**src/rtl/regfile_sb.sv**
```systemverilog
// regfile_sb
//
// General-purpose register file for the CPU core. It sits between decode
// (operand read and issue) and write-back.
//
// Features:
//   - Two combinational read ports.
//   - One write-back port, bypassed to the read ports in the same cycle.
//   - A per-register busy scoreboard: set on issue, cleared on write-back.
//   - A sequential clear engine that zeroes one entry per cycle.
//
// Parameters:
//   DATA_W    register width in bits
//   ADDR_W    register address width; the file holds 2**ADDR_W entries
//   ZERO_REG  when 1, register 0 reads as zero, ignores writes and issues,
//             and is always ready
//
// Ports:
//   clk        system clock; all state updates on the rising edge
//   rst_n      asynchronous active-low reset
//   rs1_addr   read port 1 address
//   rs1_data   read port 1 data (combinational)
//   rs1_ready  read port 1 operand valid (no pending producer)
//   rs2_addr   read port 2 address
//   rs2_data   read port 2 data (combinational)
//   rs2_ready  read port 2 operand valid
//   wb_we      write-back enable
//   wb_addr    write-back destination
//   wb_data    write-back data
//   iss_valid  an instruction with a destination issued this cycle
//   iss_rd     destination of the issued instruction; marked busy
//   clr_req    start a sequential clear (sampled while idle)
//   clr_busy   clear engine active
//   clr_done   one-cycle pulse after the last entry has been cleared
module regfile_sb #(
    parameter int DATA_W   = 16,
    parameter int ADDR_W   = 3,
    parameter int ZERO_REG = 1
) (
    input  logic              clk,
    input  logic              rst_n,
    input  logic [ADDR_W-1:0] rs1_addr,
    output logic [DATA_W-1:0] rs1_data,
    output logic              rs1_ready,
    input  logic [ADDR_W-1:0] rs2_addr,
    output logic [DATA_W-1:0] rs2_data,
    output logic              rs2_ready,
    input  logic              wb_we,
    input  logic [ADDR_W-1:0] wb_addr,
    input  logic [DATA_W-1:0] wb_data,
    input  logic              iss_valid,
    input  logic [ADDR_W-1:0] iss_rd,
    input  logic              clr_req,
    output logic              clr_busy,
    output logic              clr_done
);

    localparam int DEPTH = 2 ** ADDR_W;

    // Last index visited by the clear engine.
    localparam logic [ADDR_W-1:0] LAST_IDX = '1;

    // With a hardwired zero register the clear starts at entry 1.
    localparam logic [ADDR_W-1:0] CLR_START = ADDR_W'((ZERO_REG != 0) ? 1 : 0);

    typedef enum logic {
        IDLE,
        CLEAR
    } state_t;

    state_t            state;
    state_t            state_next;
    logic [ADDR_W-1:0] counter;
    logic [DATA_W-1:0] regs [DEPTH];
    logic [DEPTH-1:0]  busy;

    logic idle;
    logic wb_ok;
    logic iss_ok;

    assign idle     = (state == IDLE);
    assign clr_busy = (state == CLEAR);

    // Write-back and issue only act while idle, and never on the
    // hardwired zero register.
    assign wb_ok  = idle && wb_we && !((ZERO_REG != 0) && (wb_addr == '0));
    assign iss_ok = idle && iss_valid && !((ZERO_REG != 0) && (iss_rd == '0));

    function automatic logic is_zero(input logic [ADDR_W-1:0] a);
        return (ZERO_REG != 0) && (a == '0);
    endfunction

    // Priority: hardwired zero, then the write-back bypass (only while
    // idle), then the stored value.
    function automatic logic [DATA_W-1:0] read_data(input logic [ADDR_W-1:0] a);
        if (is_zero(a)) begin
            return '0;
        end else if (idle && wb_we && (wb_addr == a)) begin
            return wb_data;
        end else begin
            return regs[a];
        end
    endfunction

    // A matching write-back this cycle satisfies a pending producer
    // immediately. Nothing is ready during a clear except the zero register.
    function automatic logic read_ready(input logic [ADDR_W-1:0] a);
        return is_zero(a) || (idle && (!busy[a] || (wb_we && (wb_addr == a))));
    endfunction

    assign rs1_data  = read_data(rs1_addr);
    assign rs1_ready = read_ready(rs1_addr);
    assign rs2_data  = read_data(rs2_addr);
    assign rs2_ready = read_ready(rs2_addr);

    // FSM state register.
    always_ff @(posedge clk or negedge rst_n) begin
        if (!rst_n) begin
            state <= IDLE;
        end else begin
            state <= state_next;
        end
    end

    // Next-state logic: leave CLEAR once the last index has been written.
    always_comb begin
        state_next = state;
        case (state)
            IDLE:    if (clr_req) state_next = CLEAR;
            CLEAR:   if (counter == LAST_IDX) state_next = IDLE;
            default: state_next = IDLE;
        endcase
    end

    // The clear counter holds at the last index rather than wrapping; it is
    // reloaded whenever a new clear starts.
    always_ff @(posedge clk or negedge rst_n) begin
        if (!rst_n) begin
            counter <= '0;
        end else if (idle && clr_req) begin
            counter <= CLR_START;
        end else if (clr_busy && (counter != LAST_IDX)) begin
            counter <= counter + 1'b1;
        end
    end

    // The done pulse is registered so that it appears in the first idle
    // cycle after the final clear write.
    always_ff @(posedge clk or negedge rst_n) begin
        if (!rst_n) begin
            clr_done <= 1'b0;
        end else begin
            clr_done <= clr_busy && (counter == LAST_IDX);
        end
    end

    // Storage array: write-back while idle, one zeroed entry per clear cycle.
    always_ff @(posedge clk or negedge rst_n) begin
        if (!rst_n) begin
            for (int i = 0; i < DEPTH; i++) begin
                regs[i] <= '0;
            end
        end else if (clr_busy) begin
            regs[counter] <= '0;
        end else if (wb_ok) begin
            regs[wb_addr] <= wb_data;
        end
    end

    // Scoreboard. The set is applied after the clear, so an issue to the same
    // register as the write-back leaves it busy (newer producer). Starting a
    // clear drops every pending producer.
    always_ff @(posedge clk or negedge rst_n) begin
        if (!rst_n) begin
            busy <= '0;
        end else if (idle && clr_req) begin
            busy <= '0;
        end else begin
            if (wb_ok) busy[wb_addr] <= 1'b0;
            if (iss_ok) busy[iss_rd] <= 1'b1;
        end
    end

endmodule
```
**config.mk**
```make
export PLATFORM = sky130hd
export DESIGN_NAME = regfile_sb
export DESIGN_NICKNAME = d
export VERILOG_FILES = /design/src/rtl/regfile_sb.sv
export SDC_FILE = /design/constraint.sdc
export NUM_CORES = 1
export LEC_CHECK = 0
export CORE_ASPECT_RATIO = 0.8
export CORE_MARGIN = 3
export CORE_UTILIZATION = 25
export CTS_CLUSTER_DIAMETER = 100
export DETAILED_ROUTE_END_ITERATION = 16
export GPL_ROUTABILITY_DRIVEN = 0
export GPL_TIMING_DRIVEN = 0
export RECOVER_POWER = 50
export SLEW_MARGIN = 15
export SYNTH_ARGS = -nofsm -noshare
export SYNTH_HDL_FRONTEND = slang
export SYNTH_SLANG_ARGS = --single-unit
export TNS_END_PERCENT = 100
```
**constraint.sdc**
```tcl
create_clock -name clk -period 1.95 [get_ports clk]
set_input_delay 0.195 -clock clk [delete_from_list [all_inputs] [get_ports clk]]
set_output_delay 0.195 -clock clk [all_outputs]
set_load 0.05 [all_outputs]
```
==> impl_results.md, run 1 <==
* Status: finished with violations
* Failing checks: negative setup slack
* Tmin final at about 2300 ps
* Rows at 57
* Wire length of the first global-routing pass at around 41 mm
* Post-synthesis mux area share at ~20%
* Fin. max-slew vios at 0
* ANT nets after route at 0
* 1st-iter DRT viols at between 600 and 700
* Crit. End Element: primary output
* Adder-Cell Fraction of Synth Area at less than 1%
* Layout Utilization at 36.6%
* Min-Delay Path Class: in2reg
* Clock power share at between 20% and 30%
* Largest net degree at the start of global routing at a little under 90
* Post-DP Area at about 9000 sq um
* Tightest Pin Transition at roughly 1500 ps
* Routed WL at 27.4 mm
* CP cell instances: nand2b_4, or4_4, buf_12, a21oi_4, buf_6
* Share of flip-flops with an asynchronous set or reset at 100%
* Die area at between 30,000 and 40,000 sq um
* Dominant synthesized flop cell: dfrtp_1
* Top-area cell type share of the netlist area at between 40% and 50%
* Die Ht at between 150 and 200 um
* Unrepaired setup endpoints after global routing: true
* WP depth at 5
* DRT Pass-1 Iters at 5
* Drt drc at 0
* Clk buf depth at 2
* PnR worst setup slack at -371 ps
* Simple logic cell fraction of the synthesized area at a little under a tenth
* Worst-path clk slew at about 60 ps
* Worst stage delay on the critical path at about 550 ps
* Clock skew at between 7 and 8 ps
* Routed len/inst at approximately 23 um
* Share of power burned in registers at between 30% and 40%
* Required time of the critical path at 1750 ps
* Layout Cell Area excl Fill at around 11,000 sq um
* Nets@finish at between 700 and 800
* Relative slew slack at under 10%
* Total track usage at between 10% and 20%
* Vias per Instance at about 5.4
* Sequential area share after synthesis at 45.5%
* Syn_area_per_cell at roughly 12 sq um
* Net Sw Frac at approximately 38%
* Die width at 203 um
* Starting Density at about a quarter
* Initial antenna violation count at 1
* Worst-skew pair later-pin latency at between 400 and 500 ps
* Tcrit/Tclk final at 119%
* Number of flops mapped to enable cells by yosys at 0
* Vias in the first global route at 6,403
* Combinational fraction of design power at 39.6%
* H-Tree Depth at 4
* Clock sinks at 141
* Io pins at 69
* Syn. warnings at 0
* Path depth of the worst reg2reg path at 6
* Area contributors post-synth: dfrtp_1 45%, a22o_1 13%, mux4_2 11%
* Largest family of logic cells by synthesized area: compound AO/OA/AOI/OAI gates
* Synth Area in Compound Gates at roughly a fifth
* Yosys cell types at 35
* Synthesized flop and latch total at between 100 and 150
* Worst EP arrival at between 2000 and 2500 ps
* CTS Buf Count at 17
* # setup viols final at 34
* Cell count after synthesis at ~650
* Buf+Inv Stages, Crit Path at 2
* Setup crit start kind: flip-flop
* Area of the mapped netlist at 7760 sq um
* Final hold violations at 0
* CTS root buf: clkbuf_16
* Pwr Density at ~1200 nW/um^2
* Total power at 12.9 mW
* XOR/XNOR Fraction of Synth Area at less than 1%
* Pleak at ~4.6 nW
* Dpl hpwl at between 15 and 20 mm
* Crit Path Max Fanout at 7
* GRT overflow at 0
* Syn Nets at about 690
* Critical path's slowest cell: or4_4
* P_int at roughly 8.0 mW
* P_sw at around 4.9 mW
* Layout cells sized above 1 at between 40 and 50%
* P&R area growth vs syn at 43.6%
* Crit-path leading delay family: simple AND/OR/NAND/NOR gates
* Worst hold stages at 2
* Area of the core at about 30,000 sq um
* Max Clock Freq at 0.431 GHz
* Worst vdd ir at 0.000776 V
* CTS tree: done
* Port Buffers at 47
* Max-Cap Viols at 0
* Critical path class: reg2out
* Place WS at -1580 ps
* Cell taking the most area after synthesis: dfrtp_1
* Via count at roughly 6.4k
* Setup TNS Final at -10,950 ps
[layer usage]
metal  GRT usage (%)  routed length (um)  vias up
li1                -                   -     2762
met5               0                   0        -
met2            25.5               13000      259
met4            5.60                 797        0
met3            3.43                1690       54
met1            22.8               11900     3334
[cell usage in the layout (no fill, tap or decap), types with 4 or more instances in the layout]
| cell type | n |
|---|---|
| a211oi_2 | 23 |
| a211oi_4 | 6 |
| a21oi_1 | 5 |
| a21oi_4 | 4 |
| a22o_1 | 114 |
| buf_1 | 16 |
| buf_12 | 8 |
| buf_2 | 13 |
| buf_4 | 30 |
| buf_6 | 47 |
| buf_8 | 4 |
| bufinv_16 | 4 |
| clkbuf_16 | 19 |
| clkbuf_2 | 15 |
| clkbuf_4 | 4 |
| clkdlybuf4s50_1 | 7 |
| dfrtp_1 | 140 |
| mux2_2 | 4 |
| mux2i_1 | 62 |
| mux4_2 | 38 |
| nand2_1 | 5 |
| nor2_1 | 9 |
| nor2_2 | 4 |
| nor2_4 | 31 |
| nor2b_1 | 22 |
| nor3_4 | 34 |
| o22ai_1 | 17 |
| o22ai_2 | 12 |
| or4_4 | 4 |
| xor2_1 | 5 |
[through the flow]
step	hold WS, ps	instances
6_report	355	1186
3_5_place_dp	140	1114
5_1_grt	350	1186
3_3_place_gp	497	1113
4_1_cts	276	1167
2_1_floorplan	-101	653
[flip-flops by register name (all words and copies together) (netlist names)]
signal,cells
regs,128
busy,8
counter,3
clr_busy,1
clr_done,1
[cell type report]
| cell class | instances | area [sq um] |
|---|---|---|
| clock buffers | 19 | 443 |
| fillers | 2897 | 19300 |
| well taps | 413 | 517 |
| clock inverters | 13 | 186 |
| inverters | 3 | 11.3 |
| diodes | 1 | 2.50 |
| repair buffers | 92 | 1020 |
| plain buffers | 66 | 482 |
| flip-flops and latches | 141 | 3530 |
| multi-input cells | 438 | 4950 |
[power groups by stage]
stage	clock network [mW]	registers, mW	logic (mW)
2_1_floorplan	0	4.14	3.18
3_3_place_gp	0	4.23	4.39
3_5_place_dp	0	4.25	4.45
4_1_cts	3.56	4.22	4.93
5_1_grt	3.71	4.35	5.37
6_report	3.53	4.26	5.12
[path summary, 6_finish.rpt]
path / endpoint / start / slack [ps]
worst max-delay path: rs2_data[14] / clr_busy / -370
worst min-delay path: regs[90] / wb_data[10] / 360
worst max register to register: regs[102] / clr_busy / 20
worst min register to register: regs[73] / regs[73] / 520
max in group asynchronous: regs[59] / rst_n / 220
min in group asynchronous: clr_done / rst_n / 620
[kinds of logic after synthesis]
kind of cell / Yosys count
compound gates: 198
flops: 141
simple gates: 125
mux: 104
buf+inv: 76
xor+xnor: 7
fa+ha+maj: 2
[worst reg2reg max path: cells and delay by family, from the launching register on]
| family | cells | cell delay, ps |
|---|---|---|
| simple gates | 2 | 680 |
| buf+inv | 3 | 590 |
| flops | 1 | 400 |
| compound gates | 1 | 190 |
[Yosys cell counts, drive strengths merged (2+ instances only)]
library cell and number:
or2 2, nor3 35, nand2b 6, mux2 4, a21oi 9, and2 3
buf 52, nor4 2, ha 2, nand2 5, a2bb2oi 3, o22ai 32
clkbuf 21, dfrtp 141, nor2 44, mux4 38, o21ai 5, inv 3
nor2b 23, a211oi 30, xor2 7, a22o 114, mux2i 62, or4 2
a31oi 4
[timing repair]
| action | 4_1_cts | 5_1_grt |
|---|---|---|
| hold buffers | 1 | 0 |
| pin swaps | 24 | 22 |
| resized for setup | 405 | 51 |
| buffers inserted | 22 | 18 |
| cloned | 5 | 1 |
| setup endpoints to repair | 137 | 123 |
| hold endpoints to repair | 54 | 0 |
No activity file was read; power rests on OpenSTA's default activity.
==> run 2, diff against run 1 <==
--- a/config.mk
+++ b/config.mk
@@ -12,6 +12,7 @@
 export DETAILED_ROUTE_END_ITERATION = 16
 export GPL_ROUTABILITY_DRIVEN = 0
 export GPL_TIMING_DRIVEN = 0
+export MAX_ROUTING_LAYER = met4
 export RECOVER_POWER = 50
 export SLEW_MARGIN = 15
 export SYNTH_ARGS = -nofsm -noshare
==> run 2 against run 1 <==
  * The run still ends with negative setup slack left
  * Largest power group unchanged
  * Clock-buffer cell count did not move
  * Combinational power barely moved
  * Sequential power barely moved
  * Highest routed layer unchanged
  * Total power rose by 0.27%
  * Clock skew fell by 1.8 ps
  * Cell count barely moved
  * Maximum frequency barely moved
==> impl_results.md, run 2 (synthesized netlist as in run 1, its figures left out) <==
* Status: finished with violations
* Failing checks: negative setup slack
* Setup TNS Final at -10,890 ps
* Drt drc at 0
* Vias per Instance at approximately 5.4
* Max Clock Freq at 0.431 GHz
* Tmin final at 2320 ps
* Via count at around 6.4k
* Tightest Pin Transition at 1470 ps
* Filler instances at slightly below 3k
* Nets@finish at 793
* Largest net degree at the start of global routing at 88
* Clock sinks at between 100 and 150
* Min-Delay Path Class: in2reg
* Total track usage at between 10% and 20%
* Placed insts at 1,114
* Final hold violations at 0
* P&R area growth vs syn at 43.5%
* Critical path class: reg2out
* Relative slew slack at between 1.5 and 2%
* Most frequent cells in the layout: 140 x dfrtp_1, 114 x a22o_1, 62 x mux2i_1
* Starting Density at 25.5%
* Routed WL at about 27 mm
* CTS root buf: clkbuf_16
* Initial antenna violation count at 1
* Layout Utilization at between 30 and 40%
* DRT Pass-1 Iters at 5
* Rows at 57
* Worst-skew pair later-pin latency at between 400 and 500 ps
* Reg with most FFs: regs
* Setup crit start kind: flip-flop
* Post-DP Area at 9280 sq um
* Dpl hpwl at around 18 mm
* Layout cells sized above 1 at between 40 and 50%
* Total power at ~13 mW
* Commonest non-fill, non-tap cell in the layout: dfrtp_1
* Worst EP arrival at approximately 2100 ps
* PnR worst setup slack at -371 ps
* CTS Buf Count at 17
* Wire length of the first global-routing pass at slightly above 40 mm
* Worst-path clk slew at 70 ps
* Crit Path Max Fanout at 7
* GRT overflow at 0
* Place WS at -1580 ps
* Port Buffers at 47
* Post-route insts no fill at 1,185
* Unrepaired setup endpoints after global routing: true
* Hold slack at about 350 ps
* Crit. End Element: primary output
* Layout Cell Area excl Fill at approximately 11,000 sq um
* H-Tree Depth at 4
* Die area at roughly 33,000 sq um
* Biggest regs: regs (128), busy (8), counter (3)
* CP cell instances: nand2b_4, or4_4, buf_12, nor2_4, nor3_4, buf_6
* CTS tree: done
* Max reg flops at 128
* Area of the core at a little over 30,000 sq um
* Io pins at 69
* 1st-iter DRT viols at between 500 and 600
* Worst vdd ir at between 0.0007 and 0.0008 V
* Required time of the critical path at 1750 ps
* Critical path's slowest cell: or4_4
* Path depth of the worst reg2reg path at 6
* Die Ht at roughly 160 um
* Fin. max-slew vios at 0
* Vias in the first global route at 6,400
* Max-Cap Viols at 0
* ANT nets after route at 0
* Routed len/inst at ~23 um
* Die width at slightly above 200 um
* Worst stage delay on the critical path at between 500 and 600 ps
* Clock skew at approximately 6.1 ps
* Pleak at 4.63 nW
* Pwr Density at around 1200 nW/um^2
* # setup viols final at 36
* Tcrit/Tclk final at 119%
* Clk buf depth at 2
* Worst hold stages at 2
## run 2: worst paths after layout
check	slack [ps]	start	endpoint
worst max-delay path	-370	clr_busy	rs1_data[5]
min in group asynchronous	630	rst_n	clr_done
worst min register to register	520	regs[6]	regs[6]
worst max register to register	0	clr_busy	regs[104]
worst min-delay path	350	wb_data[10]	regs[90]
max in group asynchronous	220	rst_n	regs[59]
## run 2: repair_timing
action | 4_1_cts | 5_1_grt
gates cloned | 5 | 1
endpoints found under the hold margin | 54 | 0
setup buffers | 22 | 17
pin swaps | 24 | 23
setup endpoints to repair | 137 | 123
hold buffers | 1 | 0
resized for setup | 405 | 51
## run 2: critical path, delay by kind of cell (launching register included)
family                 cells  cell delay [ps]
buffers and inverters      2              350
DFF                        1              400
and+or+nand+nor            4              940
## run 2: power breakdown
part	switching [mW]	internal (mW)	total (mW)
Sequential	0.620	3.65	4.27
Combinational	2.91	2.20	5.12
Clock	1.37	2.19	3.56
Total	4.91	8.03	12.9
## run 2: layer usage
layer	wire length (um)	global-route usage, %	vias up
met5	0	-	-
met4	772	5.51	0
met3	1480	3.19	54
met2	13100	25.4	255
met1	12200	23.2	3365
li1	-	-	2751
## run 2: layout make-up
cell class / count / area (sq um) / share of cell area, %
Tap cell: 413 / 517 / 4.64
Multi-Input combinational cell: 438 / 4950 / 44.4
Clock buffer: 19 / 443 / 3.98
Sequential cell: 141 / 3530 / 31.7
Antenna cell: 1 / 2.50 / 0.0225
Timing Repair Buffer: 91 / 1010 / 9.09
Buffer: 66 / 482 / 4.33
Clock inverter: 13 / 186 / 1.67
Inverter: 3 / 11.3 / 0.101
==> run 3, diff against run 2 <==
--- a/config.mk
+++ b/config.mk
@@ -6,7 +6,7 @@
 export NUM_CORES = 1
 export LEC_CHECK = 0
 export CORE_ASPECT_RATIO = 0.8
-export CORE_MARGIN = 3
+export CORE_MARGIN = 2
 export CORE_UTILIZATION = 25
 export CTS_CLUSTER_DIAMETER = 100
 export DETAILED_ROUTE_END_ITERATION = 16
==> run 3 against run 2 <==
  * The run still ends with negative setup slack left
  * Clock skew grew 3.8 ps
  * Clock power shrank 4%
  * First-iteration DRC count grew 5.4%
  * Hold slack lost 42 ps
  * Critical path type unchanged
  * Clock-buffer cell count is the same
  * Cell count shrank 0.17%
  * Non-clock buffer count shrank 2
  * Total power shrank 1.4%
  * Cell area shrank 0.90%
  * Wire length shrank 2.6%
  * Die area shrank 2.2%
==> impl_results.md, run 3 (synthesized netlist as in run 1, its figures left out) <==
* Tmin final at between 2000 and 2500 ps
* M1 GR Usage at around 23%
* Reg-to-reg endpoint: regs[85]
* Setup crit start kind: flip-flop
* Crit Path Max Fanout at 5
* ANT nets after route at 0
* Vias per Instance at ~5.3
* Most frequent cells in the layout: 140 x dfrtp_1, 114 x a22o_1, 62 x mux2i_1
* Antenna Cells at 0
* Clock skew at between 9 and 10 ps
* Pleak at 4.57 nW
* R2R Setup Slk at 20 ps
* Layout Cell Area excl Fill at about 11,000 sq um
* Place WS at -1570 ps
* PnR worst setup slack at -395 ps
* Fin. max-slew vios at 0
* Worst EP arrival at roughly 2200 ps
* Path depth of the worst reg2reg path at 8
* Die Ht at 162 um
* Layout cells sized above 1 at between 40 and 50%
* Max reg flops at between 100 and 150
* Min-Delay Path Class: in2reg
* Dpl hpwl at 17.7 mm
* Reg with most FFs: regs
* Starting Density at 25.5%
* P&R area growth vs syn at 42.2%
* Via count at around 6.3k
* CTS root buf: clkbuf_16
* GR Util met2 at 25.5%
* Crit. End Element: primary output
* Failing checks: negative setup slack
* Initial antenna violation count at 0
* CTS Buf Count at 17
* Port Buffers at 47
* Tcrit/Tclk final at 120%
* Routed WL at around 27 mm
* Io pins at between 60 and 70
* Wire length of the first global-routing pass at between 40 and 50 mm
* Worst vdd ir at roughly 0.00075 V
* Total track usage at around 17%
* Vias in the first global route at approximately 6.5k
* Rows at 57
* Commonest non-fill, non-tap cell in the layout: dfrtp_1
* Unrepaired setup endpoints after global routing: true
* Final hold violations at 0
* Relative slew slack at roughly 15%
* CP startpoint: clr_busy
* Worst setup endpoint: rs1_data[14]
* Nets@finish at ~790
* Drt drc at 0
* Busiest grt layer: met2
* DRT Pass-1 Iters at 5
* Die area at about 32,000 sq um
* Clk buf depth at 2
* Area of the core at 30,500 sq um
* Max-Cap Viols at 0
* # setup viols final at 34
* GRT overflow at 0
* Clock sinks at roughly 140
* H-Tree Depth at 4
* Tightest Pin Transition at between 1000 and 1500 ps
* Critical path class: reg2out
* Required time of the critical path at 1750 ps
* Worst-path clk slew at around 60 ps
* Pwr Density at 1160 nW/um^2
* Max Clock Freq at 0.426 GHz
* 1st-iter DRT viols at about 630
* CTS tree: done
* RR Startpoint: clr_busy
* Routed len/inst at between 20 and 25 um
* M3 GR Usage at between 3 and 4%
* Die width at roughly 200 um
* Post-DP Area at around 9000 sq um
* Largest net degree at the start of global routing at 94
* Worst-skew pair later-pin latency at 430 ps
* Biggest regs: regs (128), busy (8), counter (3)
* Status: finished with violations
## run 3: cell type report
cell class	count	area (sq um)
fill	2875	19400
multi-input combinational	439	4930
sequential	141	3530
timing repair buffer	90	987
tap	413	517
buffer	65	453
clock buffer	19	443
clock inverter	13	164
inverter	3	11.3
## run 3: worst min-delay path by stage
stage	endpoint	startpoint	slack [ps]	depth (start not counted)
after floorplan	busy[0]	rst_n	-100	0
after global placement	regs[105]	regs[105]	500	1
after detailed placement	counter[1]	rst_n	120	1
after CTS	counter[1]	rst_n	260	2
after global routing	regs[46]	wb_data[14]	330	2
final	regs[62]	wb_data[14]	310	2
## run 3: routing by layer
layer | vias to the layer above | wire (um)
li1 | 2748 | -
met1 | 3262 | 11700
met2 | 247 | 12400
met3 | 51 | 1720
met4 | 0 | 898
met5 | - | 0
## run 3: worst max-delay path: stages, from the launching register on
cell and delay (ps):
dfrtp_2 430, nand2b_4 190, or4_4 550, buf_12 190, a21oi_4 170, buf_6 180
## run 3: repair_timing
| item | 4_1_cts | 5_1_grt |
|---|---|---|
| endpoints found under the setup margin | 140 | 113 |
| resized for setup | 402 | 33 |
| endpoints found under the hold margin | 48 | 0 |
| hold buffers | 1 | 0 |
| gates cloned | 5 | 0 |
| pin swaps | 24 | 23 |
| buffers inserted | 32 | 10 |
## run 3: power by group
part	total [mW]	switching, mW	internal, mW	leakage (nW)
Combinational	5.09	2.87	2.22	2.33
Sequential	4.27	0.619	3.65	1.94
Clock	3.40	1.34	2.05	0.294
Total	12.8	4.84	7.92	4.57
## run 3: through the flow
stage	utilization, %	cells	power (mW)	TNS, ps	hold WS (ps)
2_1_floorplan	-	653	7.32	-3720	-101
3_3_place_gp	30.4	1113	8.61	-813180	496
3_5_place_dp	30.5	1114	8.68	-91290	122
4_1_cts	35.8	1176	12.6	-13360	261
5_1_grt	36.2	1183	13.2	-12890	330
6_report	36.2	1183	12.8	-11320	309
